[src/rtl/interconnect_pkg.sv]
// Shared types and helpers for the AXI interconnect blocks.
package interconnect_pkg;

  typedef enum logic [1:0] {
    OKAY   = 2'b00,
    EXOKAY = 2'b01,
    SLVERR = 2'b10,
    DECERR = 2'b11
  } axi_resp_e;

  typedef enum logic [1:0] {
    IDLE = 2'b00,
    AW   = 2'b01,
    DATA = 2'b10
  } wr_arb_state_e;

  // Width of a manager index; a single manager still needs one bit so the
  // ID prefix never collapses to zero width.
  function automatic int midx_w(input int n);
    return (n <= 1) ? 1 : $clog2(n);
  endfunction

endpackage

[src/rtl/rr_arbiter.sv]
// Round-robin arbiter: picks the first requester strictly after ptr,
// wrapping around, and returns both a one-hot grant and its index.
// Shared by the AW and AR arbiters of the crossbar.
module rr_arbiter
  import interconnect_pkg::*;
#(
  parameter int N  = 4,
  parameter int IW = midx_w(N)
) (
  input  logic [N-1:0]  req,
  input  logic [IW-1:0] ptr,
  input  logic          en,
  output logic [N-1:0]  grant,
  output logic [IW-1:0] grant_idx
);

  logic [IW-1:0] cand;
  logic          found;

  // Scan ptr+1 .. ptr+N (mod N) and keep the first requester found.
  always_comb begin
    grant     = '0;
    grant_idx = '0;
    cand      = '0;
    found     = 1'b0;
    if (en) begin
      for (int i = 1; i <= N; i++) begin
        cand = IW'((int'(ptr) + i) % N);
        if (!found && req[cand]) begin
          found           = 1'b1;
          grant[cand]     = 1'b1;
          grant_idx       = cand;
        end
      end
    end
  end

endmodule

[src/rtl/axi_wr_arbiter.sv]
// Per-subordinate AXI4 write-path arbiter: round-robin AW grant, W locked
// to the granted manager until WLAST, manager index prefixed onto AWID,
// B routed back by that prefix, outstanding writes bounded by MAX_OUTST.
module axi_wr_arbiter
  import interconnect_pkg::*;
#(
  parameter  int N_M        = 4,
  parameter  int ADDR_WIDTH = 32,
  parameter  int DATA_WIDTH = 64,
  parameter  int ID_WIDTH   = 4,
  parameter  int MAX_OUTST  = 8,
  localparam int MIDX_W     = midx_w(N_M),
  localparam int SID_W      = ID_WIDTH + MIDX_W,
  localparam int STRB_W     = DATA_WIDTH / 8,
  localparam int CNT_W      = $clog2(MAX_OUTST + 1)
) (
  input  logic                      clk_i,
  input  logic                      rst_i,
  input  logic [N_M-1:0]            m_awvalid_i,
  input  logic [N_M*ADDR_WIDTH-1:0] m_awaddr_i,
  input  logic [N_M*ID_WIDTH-1:0]   m_awid_i,
  input  logic [N_M*8-1:0]          m_awlen_i,
  output logic [N_M-1:0]            m_awready_o,
  input  logic [N_M-1:0]            m_wvalid_i,
  input  logic [N_M*DATA_WIDTH-1:0] m_wdata_i,
  input  logic [N_M*STRB_W-1:0]     m_wstrb_i,
  input  logic [N_M-1:0]            m_wlast_i,
  output logic [N_M-1:0]            m_wready_o,
  output logic [N_M-1:0]            m_bvalid_o,
  output logic [ID_WIDTH-1:0]       m_bid_o,
  output logic [1:0]                m_bresp_o,
  input  logic [N_M-1:0]            m_bready_i,
  output logic                      s_awvalid_o,
  output logic [ADDR_WIDTH-1:0]     s_awaddr_o,
  output logic [SID_W-1:0]          s_awid_o,
  output logic [7:0]                s_awlen_o,
  input  logic                      s_awready_i,
  output logic                      s_wvalid_o,
  output logic [DATA_WIDTH-1:0]     s_wdata_o,
  output logic [STRB_W-1:0]         s_wstrb_o,
  output logic                      s_wlast_o,
  input  logic                      s_wready_i,
  input  logic                      s_bvalid_i,
  input  logic [SID_W-1:0]          s_bid_i,
  input  logic [1:0]                s_bresp_i,
  output logic                      s_bready_o,
  output logic [CNT_W-1:0]          outst_o,
  output logic                      berr_o
);

  localparam logic [CNT_W-1:0]  OUTST_MAX = CNT_W'(MAX_OUTST);
  localparam logic [MIDX_W-1:0] PTR_INIT  = MIDX_W'(N_M - 1);

  // Per-manager views of the packed input buses.
  logic [ADDR_WIDTH-1:0] aw_addr [N_M];
  logic [ID_WIDTH-1:0]   aw_id   [N_M];
  logic [7:0]            aw_len  [N_M];
  logic [DATA_WIDTH-1:0] w_data  [N_M];
  logic [STRB_W-1:0]     w_strb  [N_M];

  genvar k;
  generate
    for (k = 0; k < N_M; k++) begin : g_unpack
      assign aw_addr[k] = m_awaddr_i[k*ADDR_WIDTH +: ADDR_WIDTH];
      assign aw_id[k]   = m_awid_i[k*ID_WIDTH +: ID_WIDTH];
      assign aw_len[k]  = m_awlen_i[k*8 +: 8];
      assign w_data[k]  = m_wdata_i[k*DATA_WIDTH +: DATA_WIDTH];
      assign w_strb[k]  = m_wstrb_i[k*STRB_W +: STRB_W];
    end
  endgenerate

  wr_arb_state_e         state;
  wr_arb_state_e         next_state;
  logic [MIDX_W-1:0]     ptr;
  logic [MIDX_W-1:0]     gnt;
  logic [MIDX_W-1:0]     arb_idx;
  logic [N_M-1:0]        arb_grant;
  logic                  arb_en;
  logic                  arb_hit;
  logic [ADDR_WIDTH-1:0] sel_addr;
  logic [ID_WIDTH-1:0]   sel_id;
  logic [7:0]            sel_len;
  logic [ADDR_WIDTH-1:0] awaddr_q;
  logic [ID_WIDTH-1:0]   awid_q;
  logic [7:0]            awlen_q;
  logic [CNT_W-1:0]      outst;
  logic                  aw_hs;
  logic                  w_last_hs;
  logic                  b_hs;
  logic [MIDX_W-1:0]     b_idx;
  logic                  b_idx_ok;

  // New grants are only offered from IDLE and only while there is room
  // for another outstanding write.
  assign arb_en  = (state == IDLE) && (outst < OUTST_MAX);
  assign arb_hit = |arb_grant;

  rr_arbiter #(
    .N  (N_M),
    .IW (MIDX_W)
  ) u_rr (
    .req       (m_awvalid_i),
    .ptr       (ptr),
    .en        (arb_en),
    .grant     (arb_grant),
    .grant_idx (arb_idx)
  );

  // One-hot AND-OR mux of the winner's AW payload for capture at grant time.
  always_comb begin
    sel_addr = '0;
    sel_id   = '0;
    sel_len  = '0;
    for (int i = 0; i < N_M; i++) begin
      if (arb_grant[i]) begin
        sel_addr = sel_addr | aw_addr[i];
        sel_id   = sel_id   | aw_id[i];
        sel_len  = sel_len  | aw_len[i];
      end
    end
  end

  // FSM state register.
  always_ff @(posedge clk_i) begin
    if (rst_i) begin
      state <= IDLE;
    end else begin
      state <= next_state;
    end
  end

  // FSM next-state logic: IDLE -> AW on grant, AW -> DATA on AW handshake,
  // DATA -> IDLE on the WLAST handshake (leaving one idle bubble).
  always_comb begin
    next_state = state;
    case (state)
      IDLE:    if (arb_hit)   next_state = AW;
      AW:      if (aw_hs)     next_state = DATA;
      DATA:    if (w_last_hs) next_state = IDLE;
      default:                next_state = IDLE;
    endcase
  end

  // FSM output logic: AW comes from the captured payload so it cannot move
  // while waiting for awready; W and the readies are steered to the winner.
  always_comb begin
    s_awvalid_o = (state == AW);
    s_awaddr_o  = awaddr_q;
    s_awid_o    = {gnt, awid_q};
    s_awlen_o   = awlen_q;
    m_awready_o = '0;
    if (state == AW) begin
      m_awready_o[gnt] = s_awready_i;
    end
    aw_hs = (state == AW) && s_awready_i;

    s_wvalid_o = (state == DATA) && m_wvalid_i[gnt];
    s_wdata_o  = w_data[gnt];
    s_wstrb_o  = w_strb[gnt];
    s_wlast_o  = m_wlast_i[gnt];
    m_wready_o = '0;
    if (state == DATA) begin
      m_wready_o[gnt] = s_wready_i;
    end
    w_last_hs = s_wvalid_o && s_wready_i && s_wlast_o;
  end

  // Grant bookkeeping: latch winner and its AW payload on grant, advance
  // the round-robin pointer once the AW has actually been accepted.
  always_ff @(posedge clk_i) begin
    if (rst_i) begin
      ptr      <= PTR_INIT;
      gnt      <= '0;
      awaddr_q <= '0;
      awid_q   <= '0;
      awlen_q  <= '0;
    end else begin
      if ((state == IDLE) && arb_hit) begin
        gnt      <= arb_idx;
        awaddr_q <= sel_addr;
        awid_q   <= sel_id;
        awlen_q  <= sel_len;
      end
      if (aw_hs) begin
        ptr <= gnt;
      end
    end
  end

  // B routing by ID prefix; an out-of-range prefix is swallowed here and
  // flagged, since no manager could ever accept it.
  assign b_idx    = s_bid_i[ID_WIDTH +: MIDX_W];
  assign b_idx_ok = (int'(b_idx) < N_M);

  always_comb begin
    m_bvalid_o = '0;
    s_bready_o = 1'b0;
    berr_o     = 1'b0;
    m_bid_o    = s_bid_i[ID_WIDTH-1:0];
    m_bresp_o  = s_bresp_i;
    if (!rst_i) begin
      if (b_idx_ok) begin
        m_bvalid_o[b_idx] = s_bvalid_i;
        s_bready_o        = m_bready_i[b_idx];
      end else begin
        s_bready_o = 1'b1;
        berr_o     = s_bvalid_i;
      end
    end
    b_hs = s_bvalid_i && s_bready_o;
  end

  // Outstanding-write counter: up on AW, down on B, saturating at zero so a
  // stray B cannot wrap it.
  always_ff @(posedge clk_i) begin
    if (rst_i) begin
      outst <= '0;
    end else if (aw_hs && !b_hs) begin
      outst <= outst + CNT_W'(1);
    end else if (b_hs && !aw_hs && (outst != '0)) begin
      outst <= outst - CNT_W'(1);
    end
  end

  assign outst_o = outst;

endmodule

[config.mk]
export PLATFORM = sky130hd
export DESIGN_NAME = axi_wr_arbiter
export DESIGN_NICKNAME = d
export VERILOG_FILES = /design/src/rtl/interconnect_pkg.sv /design/src/rtl/rr_arbiter.sv /design/src/rtl/axi_wr_arbiter.sv
export SDC_FILE = /design/constraint.sdc
export NUM_CORES = 1
export LEC_CHECK = 0
export CORE_AREA = 2 2 249 251
export CTS_CLUSTER_DIAMETER = 200
export DETAILED_ROUTE_END_ITERATION = 7
export DIE_AREA = 0 0 251 253
export SETUP_SLACK_MARGIN = 0.3
export SKIP_LAST_GASP = 1
export SLEW_MARGIN = 20
export SYNTH_ARGS = -nofsm -noshare
export SYNTH_HDL_FRONTEND = slang
export SYNTH_SLANG_ARGS = --single-unit
[constraint.sdc]
create_clock -name clk_i -period 4.31 [get_ports clk_i]
set_clock_uncertainty 0.2 [all_clocks]
set_input_delay 0.431 -clock clk_i [delete_from_list [all_inputs] [get_ports clk_i]]
set_output_delay 0.431 -clock clk_i [all_outputs]
set_load 0.05 [all_outputs]
After elaboration in Yosys (flattened, before gate mapping) --
Cells that the tools add are included.
Word-level totals: register bits 54, bits in latches 0, bits in writable memories 0, bits in read-only memories 0, bits of input ports 493, logic and storage cells 150, memories 0
Operators by class: $add $sub $neg 6, multiply operators 0, div/mod/pow operators 0, order comparisons 14, equal/unequal tests 5, shift-type cells 0, mux-type cells 73, bitwise logic cells 16, reduce and logical (&&, ||, !) cells 29
Operators by type and width (number):
- $bmux W64 S2 | 1
- $mux W32 | 4
- $mux W64 | 2
- $or A32 B32 Y32 | 3
- $mux W4 | 17
- $mux W8 | 6
- $or A4 B4 Y4 | 6
- $or A8 B8 Y8 | 3
- $mux W1 | 20
- $logic_and A1 B1 Y1 | 19
- $lt A2 B3 Y1 const B | 6
- $bmux W8 S2 | 1
- $mux W2 | 8
- $bmux W1 S2 | 7
- $and A4 B4 Y4 | 3
- $demux W1 S2 | 6
- $ge A2 B1 Y1 const B | 6
- $pmux W2 S3 | 1
- $logic_not A1 Y1 | 5
- $add A2 B1 Y2 const B | 2
- $add A2 B2 Y2 const B | 2
- $add A4 B1 Y4 const B | 1
- $lt A4 B4 Y1 const B | 1
- $ne A2 B2 Y1 const B | 2
- other kinds (11) | 11

Logic depth before layout (Yosys ltp) --
Gate-level depths: netlist of run 1.
depth after elaboration 24, depth in mapped cells 16, gate-level depth less buffers 9

Modules after synthesis --
From an unflattened synthesis of run 1, not the netlist that was laid out.
Unflattened totals: cell total of the unflattened synthesis 477, area total of the unflattened synthesis 5157.4 um2
By module, submodules not included:
- axi_wr_arbiter | times used 1, cells each 430, area each 4718.3 um2, seq. area each 1081.0 um2
- rr_arbiter | times used 1, cells each 47, area each 439.2 um2, seq. area each 0.0 um2

Worst setup path before layout of run 1 --
No wires, ideal clock.
path kind reg-to-reg, start reg ptr[0], end reg awid_q[3], arrival time 3659 ps, data required time 3964 ps, slack 305 ps, stages on the path, launching flop included 16, cell sequence dfxtp_1 buf_6 clkbuf_1 inv_1 ha_1 clkbuf_1 mux4_2 nor2b_1 a221oi_1 o21bai_1 buf_2 or4_1 buf_2 clkbuf_1 nor2_1 a211oi_2
Between the ends: longest elaborated chain between the ends 24, elaborated cells between the ends (all ways) 64, classes of those cells add/sub (4); order compare (8); mux (34); bitwise (6); reduce/logical (12)
RTL lines:
- start: declaration | line axi_wr_arbiter.sv:74 | logic [MIDX_W-1:0] ptr;
- start signal: assignment | line axi_wr_arbiter.sv:185 | ptr <= gnt;
- parallel branches: the longest is 15 deep, another holds $lt A2 B3 Y1
- $mux W4 * | line rr_arbiter.sv:29 | if (!found && req[cand]) begin
- $mux W4 * | line rr_arbiter.sv:26 | if (en) begin
- $mux W4 | line axi_wr_arbiter.sv:115 | if (arb_grant[i]) begin
- $or A4 B4 Y4 | line axi_wr_arbiter.sv:117 | sel_id = sel_id | aw_id[i];
- $mux W4 | line axi_wr_arbiter.sv:115
- $or A4 B4 Y4 | line axi_wr_arbiter.sv:117
- $mux W4 | line axi_wr_arbiter.sv:115
- $or A4 B4 Y4 | line axi_wr_arbiter.sv:117
- $mux W4 | line axi_wr_arbiter.sv:115
- end signal: assignment | line axi_wr_arbiter.sv:181 | awid_q <= sel_id;
- end: declaration | line axi_wr_arbiter.sv:84 | logic [ID_WIDTH-1:0] awid_q;
Every way passes the cells marked *. The select of a mux whose other input is x is not followed. A chain may end at the register's enable or synchronous reset.

Final worst setup path of run 1 --
start reg ptr[0], end reg awaddr_q[25] (netlist: s_awaddr_o[25])
Between the ends: longest elaborated chain between the ends 24, elaborated cells between the ends (all ways) 64, classes of those cells add/sub (4); order compare (8); mux (34); bitwise (6); reduce/logical (12)
RTL lines:
- parallel branches: the longest is 15 deep, another holds $lt A2 B3 Y1
- $mux W4 * | line rr_arbiter.sv:29
- $mux W4 * | line rr_arbiter.sv:26
- $mux W32 | line axi_wr_arbiter.sv:115
- $or A32 B32 Y32 | line axi_wr_arbiter.sv:116 | sel_addr = sel_addr | aw_addr[i];
- $mux W32 | line axi_wr_arbiter.sv:115
- $or A32 B32 Y32 | line axi_wr_arbiter.sv:116
- $mux W32 | line axi_wr_arbiter.sv:115
- $or A32 B32 Y32 | line axi_wr_arbiter.sv:116
- $mux W32 | line axi_wr_arbiter.sv:115
- end signal: assignment | line axi_wr_arbiter.sv:180 | awaddr_q <= sel_addr;
- end: declaration | line axi_wr_arbiter.sv:83 | logic [ADDR_WIDTH-1:0] awaddr_q;
Marks and branches as above.

==> flow_summary.json, run 1 <==
{
  "status": "finished, final reports clean",
  "crit_type": "reg -> reg",
  "rsz0062_at_grt": "false",
  "rr_worst_depth": 10,
  "cts.repair.resized": 0,
  "min_path_cells": 2,
  "setup_viol": 0,
  "synth_cell_types": 49,
  "vias_per_cell": 4.02,
  "postRouteAntennaNets": 0,
  "grt_use_total_pct": 15.1,
  "post_cts_buffers": 0,
  "sw_frac_of_total_pct": 56.4,
  "wirelength_mm": 50.5,
  "wire_per_inst_um": 26.5,
  "fin_nets": 1608,
  "pwr_density_cell_nw_per_um2": 668,
  "cp-start-kind": "register",
  "critPathMaxStageDelay_ns": 0.68,
  "die_w_um": 251,
  "yosys-top-cells-count": "78 x mux4_2, 60 x nor2_1, 54 x dfxtp_1, 44 x a22oi_1",
  "p_leak_nw": 4.36,
  "io_pins": 638,
  "hold_viol_final": 0,
  "core_um2": 61000,
  "ys_ff_latch": 54,
  "synthesis.nets": 1014,
  "tns_ns": 0,
  "p_int_w": 0.00382,
  "num_rows": 91,
  "tightest_slew_ns": 1.13,
  "max-cap-violations": 0,
  "synth_area_um2": 5740,
  "start_util_pct": 9.41,
  "htree_levels": 2,
  "slew_headroom_pct": 24.4,
  "grt_pass1_wl_mm": 65.8,
  "synth_async_sr_flop_share_pct": 0,
  "antenna_found_initial": 23,
  "hold_path.class": "reg -> reg",
  "gp_congestion": 0.862,
  "path_clk_slew_ns": 0.08,
  "end_kind": "register",
  "clk-insertion-delay-late_ns": 0.31,
  "grt_overflow_total": 0,
  "drive_above_1_share_pct": 18.5,
  "tritoncts": "yes",
  "yosys-top-cells-area": "mux4_2 31%, dfxtp_1 19%, a221oi_2 9.9%, a211oi_2 8.3%, a22oi_1 5.8%",
  "grt_max_degree": 59,
  "slowest_stage": "or4_2",
  "crit_chain": "inv_1 > ha_1 > mux4_2 > nor2b_1 > a221oi_1 > o21bai_4 > or4_2 > buf_4 > nor2_1 > a211oi_2",
  "dp_slack_ns": 0.339,
  "synth_most_common_cell": "mux4_2",
  "avgSynthCellArea_um2": 11.3,
  "layout_min_cycle_time_ns": 3.81,
  "cts_root_buf": "clkbuf_16",
  "yosysSeqAreaShare_pct": 18.8,
  "clk_path_buf_depth": 2,
  "hpwl_mm": 43.8,
  "arrival_ns": 3.78,
  "drc_errors": 0,
  "synth_edf_count": 0,
  "num_vias": 7646,
  "numCtsBuffers": 5,
  "post-route-period-util_pct": 88.5,
  "design.die.area_um2": 63500,
  "grt_pass1_vias": 8162,
  "ys.flop_type": "dfxtp_1",
  "peakVddDrop_mv": 0.647,
  "io_buffers": 624,
  "crit_fanout": 41,
  "p_clk_share_pct": 5.4,
  "die_h_um": 253,
  "clock-sinks": 54,
  "fmax_ghz": 0.262,
  "ys_warn_count": 0,
  "fillers": 6655,
  "first_iter_violations": 423,
  "yosys.area.top_type": "mux4_2",
  "p_comb_share_pct": 83.5,
  "seq_power_share_pct": 11.1,
  "cts_hold_buf": 0,
  "postSynthCellCount": 510,
  "critPathRequiredTime_ns": 4.28,
  "report.final.slew_viol_count": 0,
  "synth_top_area_share_pct": 30.6,
  "p_sw_w": 0.00494,
  "syn_to_final_growth_pct": 128,
  "layout_setup_ws_ns": 0.498,
  "first_pass_iters": 5
}
critical path: cells and delay by family, from the launching register on:
family,cells,cell delay [ns]
AO/OA/AOI/OAI,3,0.68
adder cells (fa/ha/maj),1,0.55
buffers and inverters,2,0.44
flip-flops,1,0.33
multiplexers,1,0.36
AND/OR/NAND/NOR,3,1.07
final cells by class:
type / instances / area, um2 / area share (%)
multi-input cells: 380 / 4320 / 33.0
clock buffers: 7 / 154 / 1.17
inverters: 7 / 26.3 / 0.200
repair buffers: 656 / 6500 / 49.6
flip-flops and latches: 54 / 1090 / 8.30
diodes: 8 / 20.0 / 0.153
clock inverters: 1 / 7.51 / 0.0573
well taps: 790 / 988 / 7.54
layout by cell type (no fill, tap or decap), types with 5 or more instances in the layout:
cell / instances
a211oi_2: 38
clkbuf_16: 6
dfxtp_1: 52
mux4_2: 78
a211oi_1: 9
diode_2: 8
ha_1: 10
a22oi_1: 44
nor2_1: 60
nand2_1: 12
mux2i_1: 6
clkdlybuf4s50_1: 621
a221oi_2: 38
inv_1: 7
a21oi_1: 10
a221oi_1: 8
nor2b_1: 6
o21ai_0: 5
buf_4: 33
worst paths after layout:
| kind | startpoint | to | slack (ns) |
|---|---|---|---|
| max | ptr[0] | s_awaddr_o[25] | 0.50 |
| min | s_awaddr_o[5] | s_awaddr_o[5] | 0.31 |
| max reg2reg | ptr[0] | s_awaddr_o[25] | 0.50 |
| min reg2reg | s_awaddr_o[5] | s_awaddr_o[5] | 0.31 |
sequential cells by signal, indices dropped and copies added, names as in the netlist:
name        cells
ptr             2
s_awaddr_o     32
gnt             2
awid_q          4
outst_o         4
s_awlen_o       8
state           2
power groups by stage:
| stage | combinational [W] | clock, W | sequential (W) |
|---|---|---|---|
| after global routing | 0.00770 | 0.000514 | 0.00102 |
| after CTS | 0.00744 | 0.000506 | 0.000989 |
| after global placement | 0.00733 | 0 | 0.000990 |
| final | 0.00731 | 0.000473 | 0.000974 |
| after detailed placement | 0.00738 | 0 | 0.000995 |
| after floorplan | 0.00430 | 0 | 0.00139 |
metrics by stage:
step                utilization (%)  total power (W)  hold WS [ns]  std cells  area [um2]
floorplan                         -          0.00569         0.351        510        5740
global placement               21.2          0.00832         0.298       1887       12900
detailed placement             21.2          0.00837         0.296       1887       12900
CTS                            21.5          0.00893         0.308       1895       13100
global route                   21.5          0.00923         0.317       1902       13100
finish                         21.5          0.00876         0.305       1903       13100
logic make-up after synthesis:
kind of cell    Yosys count  synth area share [%]
compound gates          172                  30.7
simple gates            109                  9.33
mux                      84                  31.6
buf+inv                  76                  6.49
flops                    54                  18.8
fa+ha+maj                11                  2.53
xor+xnor                  3                 0.458
other cells               1                0.0653
layer usage:
layer | part of all wire (%) | track usage (%) | wire length, um
met1 | 34 | 14.7 | 17300
met2 | 54 | 29.6 | 27100
met3 | 7.9 | 3.93 | 4000
met4 | 4.0 | 6.73 | 2030
met5 | 0.067 | 0 | 34
Power figures use the tool's default switching activity.
==> inputs of run 2 (changes only) <==
--- a/config.mk
+++ b/config.mk
@@ -9,6 +9,7 @@
 export CTS_CLUSTER_DIAMETER = 200
 export DETAILED_ROUTE_END_ITERATION = 7
 export DIE_AREA = 0 0 251 253
+export REMOVE_ABC_BUFFERS = 1
 export SETUP_SLACK_MARGIN = 0.3
 export SKIP_LAST_GASP = 1
 export SLEW_MARGIN = 20
==> run 2 against run 1 <==
  * Final cell count shrank 0.42%
  * Highest routed layer unchanged
  * Clock power grew 7.6%
  * Non-clock buffer count shrank 6
  * First-iteration DRC count shrank 11%
  * Combinational power shrank 2%
  * Critical endpoint is now s_awlen_o[5]
  * Cell area is essentially flat
  * Maximum frequency grew 1.4%
  * Global-route usage shrank 3.0 points
==> flow_summary.json, run 2 (same netlist as run 1, synthesis figures left out) <==
{
  "status": "finished, final reports clean",
  "grt_use_total_pct": 12.1,
  "die_h_um": 253,
  "grt_pass1_wl_mm": 55.2,
  "pwr_density_cell_nw_per_um2": 659,
  "hpwl_mm": 34.9,
  "grt_pass1_vias": 7993,
  "mostFrequentLayoutCells": "623 x clkdlybuf4s50_1, 78 x mux4_2, 60 x nor2_1, 52 x dfxtp_1, 44 x a22oi_1",
  "sw_frac_of_total_pct": 55.5,
  "core_um2": 61000,
  "post-route-period-util_pct": 87.2,
  "path_clk_slew_ns": 0.08,
  "clk-insertion-delay-late_ns": 0.31,
  "syn_to_final_growth_pct": 129,
  "report.final.slew_viol_count": 0,
  "grt_overflow_total": 0,
  "p_leak_nw": 4.35,
  "r2r_end": "s_awlen_o[5]",
  "layout_min_cycle_time_ns": 3.76,
  "htree_levels": 2,
  "p_comb_share_pct": 83.1,
  "io_buffers": 624,
  "tns_ns": 0,
  "post_cts_buffers": 0,
  "end_kind": "register",
  "num_vias": 7374,
  "max-cap-violations": 0,
  "cp-start-kind": "register",
  "power.total_w": 0.00866,
  "tritoncts": "yes",
  "layoutNonFillerInstCount": 1895,
  "largest_reg_flops": 32,
  "postRouteAntennaNets": 0,
  "tightest_slew_ns": 0.817,
  "crit_type": "reg -> reg",
  "final_common_cell": "clkdlybuf4s50_1",
  "clk_path_buf_depth": 2,
  "cts_root_buf": "clkbuf_16",
  "start_util_pct": 9.41,
  "hold_path.class": "reg -> reg",
  "peakVddDrop_mv": 0.541,
  "min_path_cells": 2,
  "io_pins": 638,
  "fin_nets": 1602,
  "whs_endpoint": "s_awaddr_o[4]",
  "drive_above_1_share_pct": 18.1,
  "antenna_found_initial": 15,
  "cts_hold_buf": 0,
  "design.die.area_um2": 63500,
  "wirelength_mm": 41.0,
  "r2r_slack_ns": 0.55,
  "first_pass_iters": 4,
  "die_w_um": 251,
  "critPathMaxStageDelay_ns": 0.79,
  "rr_worst_depth": 10,
  "post-place-cells": 1881,
  "numCtsBuffers": 5,
  "gp_congestion": 0.809,
  "crit_fanout": 44,
  "grt_max_degree": 48,
  "p_clk_share_pct": 5.9,
  "slew_headroom_pct": 45.4,
  "crit_chain": "inv_1 > ha_2 > mux4_2 > nor2b_1 > a221oi_2 > o21bai_4 > or4_2 > buf_12 > nor2_1 > a211oi_2",
  "hold_viol_final": 0,
  "clock-sinks": 54,
  "r2r_start": "ptr[0]",
  "hold_path_startpoint": "s_awaddr_o[4]",
  "num_rows": 91,
  "fmax_ghz": 0.266,
  "arrival_ns": 3.74,
  "wire_per_inst_um": 21.6,
  "critPathRequiredTime_ns": 4.29,
  "setup_viol": 0,
  "first_iter_violations": 377,
  "p_int_w": 0.00386,
  "p_sw_w": 0.00480,
  "drc_errors": 0,
  "rsz0062_at_grt": "false",
  "slowest_stage": "or4_2",
  "vias_per_cell": 3.89,
  "seq_power_share_pct": 11.0
}
[run 2: through the flow]
stage               setup WS [ns]  area [um2]  util, %  hold WS (ns)
floorplan                   -1.61        5400        -         0.296
global placement            0.333       12900     21.2         0.303
detailed placement          0.184       12900     21.2         0.301
CTS                         0.477       13100     21.5         0.314
global route                0.364       13100     21.5         0.349
finish                      0.550       13100     21.5         0.311
[run 2: layout make-up]
cell class	count	area, um2
sequential	54	1090
tap	790	988
fill	6587	47900
clock inverter	3	47.5
multi-input combinational	380	4330
clock buffer	5	125
inverter	7	26.3
antenna	6	15.0
timing repair buffer	650	6500
[run 2: timing repair]
| item | 4_1_cts | 5_1_grt |
|---|---|---|
| gates resized for setup | 1 | 1 |
| setup endpoints to repair | 2 | 12 |
| pin swaps | 0 | 0 |
[run 2: worst max-delay path by stage]
stage,from,endpoint,slack [ns],depth (start not counted)
3_3_place_gp,m_awvalid_i[0],s_awaddr_o[17],0.33,9
3_5_place_dp,m_awvalid_i[0],s_awaddr_o[12],0.18,9
5_1_grt,ptr[0],s_awaddr_o[12],0.36,10
2_1_floorplan,ptr[0],state[0],-1.61,8
6_report,ptr[0],s_awlen_o[5],0.55,10
4_1_cts,ptr[0],s_awaddr_o[12],0.48,10
[run 2: power groups by stage]
| stage | logic, W | clock network, W | registers, W |
|---|---|---|---|
| detailed placement | 0.00731 | 0 | 0.000980 |
| CTS | 0.00732 | 0.000552 | 0.000969 |
| global placement | 0.00723 | 0 | 0.000975 |
| floorplan | 0.00397 | 0 | 0.00161 |
| finish | 0.00719 | 0.000509 | 0.000953 |
| global route | 0.00759 | 0.000551 | 0.000994 |
[run 2: worst max-delay path: cells and delay by family (launching register included)]
family	cells	cell delay, ns
fa+ha+maj	1	0.48
mux	1	0.33
buf+inv	2	0.37
flops	1	0.33
simple gates	3	1.18
compound gates	3	0.65
[run 2: metal layers]
| layer | global-route usage (%) | share of wire, % | vias up |
|---|---|---|---|
| li1 | - | - | 3311 |
| met1 | 12.7 | 36 | 3517 |
| met2 | 22.6 | 51 | 475 |
| met5 | 0 | 0.16 | - |
| met4 | 5.44 | 4.4 | 10 |
| met3 | 3.19 | 8.3 | 61 |
